### src/rtl/instr_loader_if.sv
// Loader bus bundle: UART byte input plus instruction-memory write port and status.
// Ports: master (byte source / memory side), slave (the loader).
// Signal names keep the _i/_o direction as seen from the loader.
interface instr_loader_if #(
  parameter int NB_DATA = 32,
  parameter int NB_ADDR = 7
) ();
  logic                 load_start_i;
  logic                 rx_valid_i;
  logic [7:0]           rx_data_i;
  logic                 en_write_o;
  logic [NB_ADDR-1:0]   addr_write_o;
  logic [NB_DATA-1:0]   data_o;
  logic                 loading_o;
  logic                 load_done_o;
  logic                 overflow_o;
  logic [NB_ADDR-2:0]   words_loaded_o;

  modport master (
    output load_start_i, rx_valid_i, rx_data_i,
    input  en_write_o, addr_write_o, data_o, loading_o, load_done_o,
           overflow_o, words_loaded_o
  );

  modport slave (
    input  load_start_i, rx_valid_i, rx_data_i,
    output en_write_o, addr_write_o, data_o, loading_o, load_done_o,
           overflow_o, words_loaded_o
  );
endinterface

### src/rtl/instr_loader.sv
// Program loader: packs UART bytes MSB-first into 32-bit words and writes them to
// consecutive word addresses until a HALT word or the last address, then flags DONE.
// Ports: clock_i, reset_i (async, active-high), ldr_io (instr_loader_if.slave).
module instr_loader #(
  parameter int                 NB_DATA   = 32,   // 4 bytes per word
  parameter int                 NB_ADDR   = 7,
  parameter int                 ADDR_STEP = 4,
  parameter logic [NB_DATA-1:0] HALT_WORD = 32'hFFFF_FFFF
) (
  input  logic           clock_i,
  input  logic           reset_i,
  instr_loader_if.slave  ldr_io
);

  localparam int LAST_IDX = (2 ** NB_ADDR) / ADDR_STEP - 1;

  typedef enum logic [1:0] {
    IDLE = 2'd0,
    LOAD = 2'd1,
    DONE = 2'd2
  } state_t;

  state_t               state_q;
  logic [1:0]           byte_cnt_q;
  logic [NB_ADDR-1:0]   word_idx_q;
  logic [NB_DATA-1:0]   shift_q;
  logic                 last_pend_q;   // the write pulse now on the bus ends the load
  logic                 en_write_q;
  logic [NB_ADDR-1:0]   addr_q;
  logic [NB_DATA-1:0]   data_q;
  logic                 loading_q;
  logic                 done_q;
  logic                 overflow_q;
  logic [NB_ADDR-2:0]   words_q;

  // Word completed by the byte arriving this cycle.
  logic [NB_DATA-1:0]   word_d;
  assign word_d = {shift_q[NB_DATA-9:0], ldr_io.rx_data_i};

  always_ff @(posedge clock_i or posedge reset_i) begin
    if (reset_i) begin
      state_q     <= IDLE;
      byte_cnt_q  <= '0;
      word_idx_q  <= '0;
      shift_q     <= '0;
      last_pend_q <= 1'b0;
      en_write_q  <= 1'b0;
      addr_q      <= '0;
      data_q      <= '0;
      loading_q   <= 1'b0;
      done_q      <= 1'b0;
      overflow_q  <= 1'b0;
      words_q     <= '0;
    end else begin
      en_write_q <= 1'b0;
      if (ldr_io.load_start_i) begin
        // (Re)start from any state; a same-cycle byte and any partial word are dropped.
        state_q     <= LOAD;
        loading_q   <= 1'b1;
        done_q      <= 1'b0;
        byte_cnt_q  <= '0;
        word_idx_q  <= '0;
        shift_q     <= '0;
        last_pend_q <= 1'b0;
        overflow_q  <= 1'b0;
        words_q     <= '0;
      end else if (state_q == LOAD) begin
        // Counters advance in the cycle after the write pulse is presented.
        if (en_write_q) begin
          words_q    <= words_q + 1'b1;
          word_idx_q <= word_idx_q + 1'b1;
        end
        if (en_write_q && last_pend_q) begin
          // Final pulse completes: bytes arriving now are dropped.
          state_q     <= DONE;
          loading_q   <= 1'b0;
          done_q      <= 1'b1;
          last_pend_q <= 1'b0;
          overflow_q  <= (data_q != HALT_WORD);
        end else if (ldr_io.rx_valid_i) begin
          shift_q    <= word_d;
          byte_cnt_q <= byte_cnt_q + 1'b1;
          if (byte_cnt_q == 2'd3) begin
            data_q      <= word_d;
            addr_q      <= NB_ADDR'(word_idx_q * ADDR_STEP);
            en_write_q  <= 1'b1;
            last_pend_q <= (word_d == HALT_WORD) ||
                           (word_idx_q == NB_ADDR'(LAST_IDX));
          end
        end
      end
    end
  end

  assign ldr_io.en_write_o     = en_write_q;
  assign ldr_io.addr_write_o   = addr_q;
  assign ldr_io.data_o         = data_q;
  assign ldr_io.loading_o      = loading_q;
  assign ldr_io.load_done_o    = done_q;
  assign ldr_io.overflow_o     = overflow_q;
  assign ldr_io.words_loaded_o = words_q;

endmodule

### src/flat_wrapper.sv
// flat-port wrapper written by rule: the top's interface ports become plain ports
module instr_loader_flat 
#(
  parameter int                 NB_DATA   = 32,                      
  parameter int                 NB_ADDR   = 7,
  parameter int                 ADDR_STEP = 4,
  parameter logic [NB_DATA-1:0] HALT_WORD = 32'hFFFF_FFFF
)
  (clock_i, reset_i, ldr_io_load_start_i, ldr_io_rx_valid_i, ldr_io_rx_data_i, ldr_io_en_write_o, ldr_io_addr_write_o, ldr_io_data_o, ldr_io_loading_o, ldr_io_load_done_o, ldr_io_overflow_o, ldr_io_words_loaded_o);
  instr_loader_if #(.NB_DATA(NB_DATA), .NB_ADDR(NB_ADDR)) ldr_io_i ();
  input  logic clock_i;
  input  logic reset_i;
  input wire logic [$bits(ldr_io_i.load_start_i)-1:0] ldr_io_load_start_i;
  input wire logic [$bits(ldr_io_i.rx_valid_i)-1:0] ldr_io_rx_valid_i;
  input wire logic [$bits(ldr_io_i.rx_data_i)-1:0] ldr_io_rx_data_i;
  output wire logic [$bits(ldr_io_i.en_write_o)-1:0] ldr_io_en_write_o;
  output wire logic [$bits(ldr_io_i.addr_write_o)-1:0] ldr_io_addr_write_o;
  output wire logic [$bits(ldr_io_i.data_o)-1:0] ldr_io_data_o;
  output wire logic [$bits(ldr_io_i.loading_o)-1:0] ldr_io_loading_o;
  output wire logic [$bits(ldr_io_i.load_done_o)-1:0] ldr_io_load_done_o;
  output wire logic [$bits(ldr_io_i.overflow_o)-1:0] ldr_io_overflow_o;
  output wire logic [$bits(ldr_io_i.words_loaded_o)-1:0] ldr_io_words_loaded_o;
  assign ldr_io_i.load_start_i = ldr_io_load_start_i;
  assign ldr_io_i.rx_valid_i = ldr_io_rx_valid_i;
  assign ldr_io_i.rx_data_i = ldr_io_rx_data_i;
  assign ldr_io_en_write_o = ldr_io_i.en_write_o;
  assign ldr_io_addr_write_o = ldr_io_i.addr_write_o;
  assign ldr_io_data_o = ldr_io_i.data_o;
  assign ldr_io_loading_o = ldr_io_i.loading_o;
  assign ldr_io_load_done_o = ldr_io_i.load_done_o;
  assign ldr_io_overflow_o = ldr_io_i.overflow_o;
  assign ldr_io_words_loaded_o = ldr_io_i.words_loaded_o;
  instr_loader #(.NB_DATA(NB_DATA), .NB_ADDR(NB_ADDR), .ADDR_STEP(ADDR_STEP), .HALT_WORD(HALT_WORD)) u_core (.clock_i(clock_i), .reset_i(reset_i), .ldr_io(ldr_io_i));
endmodule
### config.mk
export PLATFORM = sky130hd
export DESIGN_NAME = instr_loader_flat
export DESIGN_NICKNAME = d
export VERILOG_FILES = /design/src/rtl/instr_loader_if.sv /design/src/rtl/instr_loader.sv /design/src/flat_wrapper.sv
export SDC_FILE = /design/constraint.sdc
export NUM_CORES = 1
export LEC_CHECK = 0
export ABC_AREA = 1
export CORE_MARGIN = 5
export CORE_UTILIZATION = 50
export DETAILED_ROUTE_END_ITERATION = 6
export PLACE_DENSITY_LB_ADDON = 0.08
export RECOVER_POWER = 25
export SLEW_MARGIN = 20
export SYNTH_ARGS = -nofsm -noshare
export SYNTH_HDL_FRONTEND = slang
export SYNTH_SLANG_ARGS = --single-unit
### constraint.sdc
create_clock -name clock_i -period 3.4 [get_ports clock_i]
set_input_delay 0.68 -clock clock_i [delete_from_list [all_inputs] [get_ports clock_i]]
set_output_delay 0.68 -clock clock_i [all_outputs]
set_load 0.01 [all_outputs]
==> run_results.csv, run 1 <==
group,metric,value,unit
power,leakage,2.05,nW
logic_synthesis,synth_top_area_frac,0.567,
sta,fin_worst_skew,0.00801,ns
sta,timing.fmax,447,MHz
sta,setup_tns,0,ns
final_layout,syn_to_final_growth,22.1,%
power,clockPowerShare,0.293,
clock_network,cts-root-buf,"clkbuf_8",
routing,vias,2785,
die,die_h,94.6,µm
routing,first_pass_iters,5,
routing,drc,0,
sta,report.final.slew_viol_count,0,
min_path,hp-class,"register to register",
placement,port_buffers,58,
final_layout,multi_input_area,1250,µm²
setup_path,cp.required,3.61,ns
clock_network,clkSlewWorstSetupHoldPaths,0.08,ns
setup_path,path_class,"primary input to register",
final_layout,drive_above_1_share,0.0658,
logic_synthesis,syn-cell-area,3580,µm²
logic_synthesis,ys_ff_latch,81,
run_status,outcome,"finished, final reports clean",
logic_synthesis,synthTopCellsByArea,"dfrtp_1, nand2_1, inv_1",
final_layout,final_cell_mix,"nand2_1, dfrtp_1, clkdlybuf4s50_1",
setup_path,cp-end-kind,"register",
clock_network,postCtsSetupBuffers,0,
clock_network,cts_tree,"built",
clock_network,cts.sinks,81,
final_layout,final_cells,567,
final_layout,regArea,2030,µm²
grt,antenna_found_initial,0,
power,pwr-share-comb,0.155,
clock_network,cts_buffers,9,
logic_synthesis,synth_top_area_cell,"dfrtp_1",
sta,rsz0062_at_grt,"no",
logic_synthesis,yosysUniqueCellTypes,29,
final_layout,final_common_cell,"nand2_1",
power,vdd_ir_drop_max,0.251,mV
clock_network,ctsHoldBuffers,0,
die,rows,30,
grt,grt_usage,0.186,
routing,highest_layer,"met4",
sta,fin_crit_sh,0.658,
final_layout,fill_cells,604,
logic_synthesis,syn_area_per_cell,8.77,µm²
flow_run,cap_violations,0,
clock_network,htree_levels,3,
die,core,6870,µm²
power,powerDensity,452,nW/µm²
routing,dr_wl_met2,3940,µm
final_layout,nNetsFinal,483,
clock_network,clk_latency,0.34,ns
routing,wl_met3,292,µm
final_layout,n_antenna_cell,0,
routing,antenna_left,0,
power,seq_power_share,0.552,
sta,post-route-min-period,2.24,ns
power,p_sw_frac,0.272,
power,switching_power,536,µW
routing,drt_iter0_drc,136,
grt,grt_pass1_wl,13000,µm
setup_path,critPathLaunchType,"primary input",
grt,grt_pass1_vias,2743,
sta,setup_viol,0,
logic_synthesis,ys_seq_area_frac,0.567,
logic_synthesis,yosysWarnings,0,
clock_network,post_cts_resized,0,
routing,drt_wl_total,7790,µm
grt,grt_max_degree,82,
die,start_util,0.521,
placement,place_inst,553,
die,die_w,94.6,µm
grt,overflow,0,
die,io_pins,61,
placement,hpwl,5540,µm
sta,hold_violations,0,
power,p_int,1.44,mW
routing,viasPerCell,4.91,
routing,wl_per_cell,13.7,µm
setup_path,critPathMaxFanout,44,
routing,wl_met1,3500,µm
placement,place_congestion,0.816,
clock_network,cts.path.max_buffers,2,
die,die_area,8950,µm²
logic_synthesis,synthCells,408,
setup_path,cp_data_arrival_time,2.45,ns
## cells in the mapped netlist (all sizes together)
cell type and n:
a21oi 5, a22o 1, a22oi 13, buf 13, clkbuf 1, conb 1
dfrtp 81, ha 3, inv 54, nand2 136, nand3 8, nand3b 2
nand4 5, nor2 33, nor3 5, o21ai 34, o22ai 9, o31ai 1
xnor2 1, xor2 2
## layout make-up
cell class	count	area share
tap	96	0.0275
inverter	54	0.0464
sequential	81	0.464
clock buffer	13	0.0318
multi-input combinational	260	0.286
clock inverter	1	0.00115
timing repair buffer	62	0.143
## metal layers
metal  global-route usage  vias to the layer above
met5                    0                        -
met4               0.0613                        0
met3               0.0303                        6
met2                0.313                       47
met1                0.244                     1332
li1                     -                     1400
## power by group through the flow
stage | combinational (mW) | clock (mW) | sequential (mW)
after detailed placement | 0.313 | 0 | 1.11
after floorplan | 0.139 | 0 | 1.12
final | 0.307 | 0.578 | 1.09
after CTS | 0.314 | 0.585 | 1.09
after global routing | 0.342 | 0.624 | 1.10
after global placement | 0.308 | 0 | 1.11
## cells by family (layout without fill, tap and decap cells)
logic type	count (synthesis)	after routing	synth area share
AO/OA/AOI/OAI	63	63	0.104
buffers and inverters	68	130	0.0846
XOR/XNOR	3	3	0.00735
AND/OR/NAND/NOR	189	189	0.226
other	1	2	0.00105
flip-flops	81	81	0.567
adder cells (fa/ha/maj)	3	3	0.0105
## final timing paths
check | cells past startpoint | to | startpoint | slack, ns
setup / recovery | 7 | u_core.ldr_io.data_o[26] | ldr_io_load_start_i | 1.16
hold / removal | 2 | u_core.ldr_io.addr_write_o[5] | u_core.ldr_io.addr_write_o[5] | 0.49
setup reg to reg | 6 | u_core.ldr_io.data_o[26] | u_core.byte_cnt_q[0] | 1.76
hold reg to reg | 2 | u_core.ldr_io.addr_write_o[5] | u_core.ldr_io.addr_write_o[5] | 0.49
max in group asynchronous | 3 | u_core.shift_q[6] | reset_i | 2.17
min in group asynchronous | 3 | u_core.ldr_io.addr_write_o[5] | reset_i | 0.89
## worst max-delay path, cell delays in order
cell and delay (ns):
clkdlybuf4s50_1 0.65, inv_2 0.19, nand2_1 0.12, inv_1 0.05, nand2_2 0.20, buf_4 0.39
o21ai_0 0.14
## stage by stage
step | util | setup slack, ns | hold WS (ns) | total power, mW | area, µm²
after floorplan | - | 0.640 | 0.462 | 1.26 | 3580
after global placement | 0.615 | 0.870 | 0.473 | 1.41 | 4220
after detailed placement | 0.615 | 0.780 | 0.479 | 1.42 | 4220
after CTS | 0.636 | 1.15 | 0.497 | 1.99 | 4370
after global routing | 0.636 | 0.959 | 0.511 | 2.06 | 4370
final | 0.636 | 1.16 | 0.489 | 1.97 | 4370
## flip-flops by register name (all words and copies together) (netlist names), 2 cells and up
name	count
u_core.ldr_io.data_o	32
u_core.shift_q	24
u_core.word_idx_q	7
u_core.ldr_io.words_loaded_o	6
u_core.ldr_io.addr_write_o	5
u_core.byte_cnt_q	2
Power figures use the tool's default switching activity.
==> inputs of run 2 (changes only) <==
clock period = 2.3 ns   (was 3.4 ns; I/O delays follow)
==> run 2 against run 1 <==
Combinational power up 48%. Via count fell by 0.39%. Highest routed layer unchanged. Sequential cell count unchanged. Largest cell class unchanged.
==> run_results.csv, run 2 (synthesized netlist as in run 1, its figures left out) <==
group,metric,value,unit
setup_path,cp_data_arrival_time,1.32,ns
die,rows,30,
die,die_h,94.6,µm
min_path,hp-class,"register to register",
sta,fin_worst_skew,0.00796,ns
setup_path,slowest_delay,0.57,ns
final_layout,final_cell_mix,"nand2_1, dfrtp_1, clkdlybuf4s50_1",
die,io_pins,61,
placement,port_buffers,58,
sta,worst_pin_slew,1.10,ns
power,leakage,2.06,nW
grt,antenna_found_initial,0,
final_layout,fill_cells,634,
final_layout,drive_above_1_share,0.0761,
final_layout,final_cells,569,
routing,drt_wl_total,7870,µm
setup_path,critPathLaunchType,"register",
final_layout,nNetsFinal,484,
clock_network,post_cts_resized,0,
sta,fin_crit_sh,0.774,
setup_path,cp_cell_sequence,"clkdlybuf4s50_1",
setup_path,cp-end-kind,"primary output",
clock_network,postCtsSetupBuffers,0,
placement,place_inst,554,
placement,place_ws,0.274,ns
sta,slew_headroom,0.269,
routing,drt_iter0_drc,140,
setup_path,crit_buf_inv,1,
placement,placedInstanceArea,4250,µm²
final_layout,fin_area,4400,µm²
clock_network,clk_latency,0.33,ns
setup_path,cp.required,1.84,ns
clock_network,cts_buffers,9,
sta,post-route-min-period,1.78,ns
grt,grt_max_degree,82,
die,die_w,94.6,µm
placement,place_congestion,0.801,
grt,grt_pass1_wl,13500,µm
run_status,outcome,"finished, final reports clean",
sta,whs,0.486,ns
die,start_util,0.521,
grt,grt_pass1_vias,2879,
clock_network,ctsHoldBuffers,0,
final_layout,largest_reg_flops,32,
setup_path,critPathMaxFanout,4,
sta,rsz0062_at_grt,"no",
grt,grt_usage,0.192,
grt,overflow,0,
sta,report.final.slew_viol_count,0,
sta,hold_violations,0,
sta,setup_tns,0,ns
die,die_area,8950,µm²
final_layout,syn_to_final_growth,22.9,%
routing,drc,0,
clock_network,cts.path.max_buffers,2,
setup_path,critPathTopFamily,"buffers and inverters",
clock_network,clkSlewWorstSetupHoldPaths,0.08,ns
clock_network,cts-root-buf,"clkbuf_8",
flow_run,cap_violations,0,
final_layout,final_common_cell,"nand2_1",
final_layout,n_antenna_cell,0,
routing,first_pass_iters,4,
power,powerDensity,672,nW/µm²
routing,antenna_left,0,
clock_network,htree_levels,3,
setup_path,cp_slowest_cell,"clkdlybuf4s50_1",
setup_path,path_class,"register to primary output",
routing,wl_per_cell,13.8,µm
die,core,6870,µm²
placement,hpwl,5610,µm
sta,timing.fmax,561,MHz
clock_network,cts.sinks,81,
routing,viasPerCell,4.88,
sta,setup_viol,0,
sta,setup_ws,0.519,ns
power,vdd_ir_drop_max,0.437,mV
clock_network,cts_tree,"built",
routing,vias,2774,
-- run 2: changes by cell type in the layout (fill, tap and decap cells not counted), sizes merged --
| cell | previous run | this run |
|---|---|---|
| clkinv | 1 | 2 |
| clkinvlp | 0 | 2 |
| inv | 54 | 53 |
-- run 2: worst paths after layout --
kind / startpoint / to / slack [ns] / cells after the start
max: u_core.state_q[0] / ldr_io_loading_o / 0.52 / 1
min: u_core.ldr_io.addr_write_o[2] / u_core.ldr_io.addr_write_o[2] / 0.49 / 2
max reg2reg: u_core.byte_cnt_q[0] / u_core.ldr_io.data_o[13] / 0.73 / 7
min reg2reg: u_core.ldr_io.addr_write_o[2] / u_core.ldr_io.addr_write_o[2] / 0.49 / 2
max in group asynchronous: reset_i / u_core.ldr_io.load_done_o / 0.60 / 3
min in group asynchronous: reset_i / u_core.ldr_io.addr_write_o[5] / 1.00 / 3
-- run 2: metrics by stage --
| step | utilization | power, mW |
|---|---|---|
| 2_1_floorplan | - | 1.86 |
| 3_3_place_gp | 0.618 | 2.09 |
| 3_5_place_dp | 0.618 | 2.10 |
| 4_1_cts | 0.642 | 2.99 |
| 5_1_grt | 0.640 | 3.11 |
| 6_report | 0.640 | 2.96 |
-- run 2: power by group --
part           switching, mW  internal [mW]  total, mW
Combinational          0.236          0.216      0.453
Clock                  0.476          0.414      0.890
Sequential            0.0858           1.53       1.61
Total                  0.799           2.16       2.96
-- run 2: routing by layer --
metal / vias to the layer above / GRT usage / routed length, µm
met5: - / 0 / 0
met4: 0 / 0.0445 / 41
met3: 4 / 0.0470 / 262
met2: 48 / 0.329 / 4030
met1: 1316 / 0.246 / 3540
li1: 1406 / - / -
-- run 2: final cells by class --
cell class                 count  area, µm²  area share
clock inverter                 3       17.5     0.00398
timing repair buffer          63        631       0.143
inverter                      54        206      0.0469
multi-input combinational    260       1250       0.284
sequential                    81       2030       0.461
tap                           96        120      0.0273
clock buffer                  12        145      0.0330
-- run 2: worst register-to-register path, stage by stage, from the launching register on --
cell     delay (ns)
dfrtp_1        0.42
ha_1           0.17
nand2_1        0.08
nor2_4         0.13
nand2_2        0.18
inv_2          0.35
nand2_1        0.10
o21ai_1        0.08
==> inputs of run 3 (changes only) <==
clock period = 1.7 ns   (was 2.3 ns; I/O delays follow)
==> run 3 against run 2 <==
Global-route usage shrank 0.42 points. Utilization grew 2.8 points. Sequential cell count is the same. Cell count grew 3.0%. Clock power grew 65%. Largest cell class unchanged. Largest power group unchanged.
==> run_results.csv, run 3 (synthesized netlist as in run 1, its figures left out) <==
group,metric,value,unit
setup_path,cp.required,1.36,ns
power,switching_power,1.07,mW
placement,hpwl,5560,µm
power,vdd_ir_drop_max,0.454,mV
power,clockPowerShare,0.343,
min_path,hp-class,"register to register",
clock_network,cts_buffers,9,
routing,viasPerCell,4.86,
sta,setup_viol,0,
grt,grt_max_degree,82,
setup_path,cp_cell_sequence,"clkdlybuf4s50_1",
power,p_sw_frac,0.250,
placement,place_congestion,0.801,
sta,post-route-min-period,1.63,ns
sta,rsz0062_at_grt,"no",
routing,dr_wl_met2,3890,µm
clock_network,cts.path.max_buffers,2,
die,rows,30,
clock_network,clkSlewWorstSetupHoldPaths,0.08,ns
routing,wl_met1,3410,µm
clock_network,htree_levels,3,
setup_path,critPathLaunchType,"register",
flow_run,cap_violations,0,
grt,grt_pass1_vias,2907,
setup_path,cp-end-kind,"primary output",
sta,fin_worst_skew,0.00558,ns
sta,report.final.slew_viol_count,0,
placement,place_inst,567,
run_status,outcome,"finished, final reports clean",
grt,grt_pass1_wl,13200,µm
power,total_power,4.29,mW
sta,fin_crit_sh,0.961,
final_layout,final_common_cell,"nand2_1",
setup_path,slowest_delay,0.56,ns
setup_path,critPathMaxFanout,4,
setup_path,cp_data_arrival_time,1.29,ns
final_layout,final_cells,586,
setup_path,crit_buf_inv,1,
routing,drc,0,
power,powerDensity,936,nW/µm²
power,pwr-share-comb,0.151,
routing,drt_iter0_drc,159,
routing,first_pass_iters,4,
clock_network,clk_latency,0.33,ns
final_layout,final_cell_mix,"nand2_1, dfrtp_1, clkdlybuf4s50_1",
final_layout,n_antenna_cell,0,
sta,timing.fmax,612,MHz
clock_network,cts.sinks,81,
sta,setup_ws,0.0667,ns
placement,port_buffers,58,
grt,overflow,0,
final_layout,nNetsFinal,500,
clock_network,cts_tree,"built",
final_layout,largest_reg_flops,32,
setup_path,cp_slowest_cell,"clkdlybuf4s50_1",
die,die_h,94.6,µm
grt,grt_usage,0.188,
sta,hold_violations,0,
placement,place_ws,-0.00108,ns
routing,antenna_left,0,
die,core,6870,µm²
routing,drt_wl_total,7700,µm
clock_network,cts-root-buf,"clkbuf_8",
die,io_pins,61,
grt,antenna_found_initial,0,
final_layout,fill_cells,608,
final_layout,drive_above_1_share,0.106,
power,p_int,3.22,mW
routing,highest_layer,"met4",
die,die_area,8950,µm²
setup_path,critPathTopFamily,"buffers and inverters",
routing,wl_per_cell,13.1,µm
clock_network,ctsHoldBuffers,0,
power,leakage,2.19,nW
die,die_w,94.6,µm
setup_path,path_class,"register to primary output",
die,start_util,0.521,
routing,vias,2848,
routing,wl_met3,308,µm
final_layout,final_util,0.668,
power,seq_power_share,0.506,
final_layout,syn_to_final_growth,28.3,%
-- run 3: changes by cell type in the layout (fill, tap and decap cells not counted) --
cell,change
clkinv_2,-1
bufinv_16,+2
dfrtp_1,-1
clkbuf_8,-1
clkbuf_4,-1
clkdlybuf4s50_1,-1
clkinvlp_4,-1
buf_12,+2
clkbuf_1,+2
dlymetal6s2s_1,+1
dfrtp_2,+1
buf_4,+15
-- run 3: worst paths after layout --
| check | start | to | slack, ns | cells past startpoint |
|---|---|---|---|---|
| setup / recovery | u_core.ldr_io.load_done_o | ldr_io_load_done_o | 0.07 | 1 |
| setup reg to reg | u_core.state_q[0] | u_core.ldr_io.words_loaded_o[5] | 0.22 | 10 |
| max in group asynchronous | reset_i | u_core.ldr_io.words_loaded_o[2] | 0.75 | 3 |
| hold / removal | u_core.ldr_io.addr_write_o[3] | u_core.ldr_io.addr_write_o[3] | 0.49 | 2 |
| min in group asynchronous | reset_i | u_core.ldr_io.addr_write_o[4] | 0.59 | 3 |
| hold reg to reg | u_core.ldr_io.addr_write_o[3] | u_core.ldr_io.addr_write_o[3] | 0.49 | 2 |
-- run 3: layout make-up --
class / instances / area, µm² / share of cell area
sequential: 81 / 2030 / 0.442
timing repair buffer: 79 / 778 / 0.170
multi-input combinational: 260 / 1250 / 0.273
clock inverter: 3 / 65.1 / 0.0142
tap: 96 / 120 / 0.0262
clock buffer: 13 / 139 / 0.0303
inverter: 54 / 206 / 0.0450
-- run 3: stage by stage --
step / hold WS (ns) / cell area, µm² / setup TNS, ns
6_report: 0.486 / 4590 / 0
5_1_grt: 0.506 / 4590 / 0
4_1_cts: 0.488 / 4570 / 0
3_5_place_dp: 0.470 / 4360 / -0.00108
3_3_place_gp: 0.467 / 4360 / 0
2_1_floorplan: 0.450 / 3580 / 0
-- run 3: layer usage --
layer  GRT usage  vias up
met5           0        -
met4      0.0769        0
met3      0.0279        9
met2       0.323       56
met1       0.237     1345
li1            -     1438
-- run 3: repair_timing --
item / in CTS / in global routing
endpoints found under the setup margin: 1 / 3
buffers inserted: 1 / 2
pin swaps: 0 / 0
gates resized for setup: 0 / 2
-- run 3: power by group through the flow --
stage	clock network [mW]	registers [mW]	logic (mW)
global route	1.59	2.20	0.723
detailed placement	0	2.21	0.653
finish	1.47	2.17	0.650
floorplan	0	2.24	0.278
global placement	0	2.21	0.640
CTS	1.51	2.17	0.663
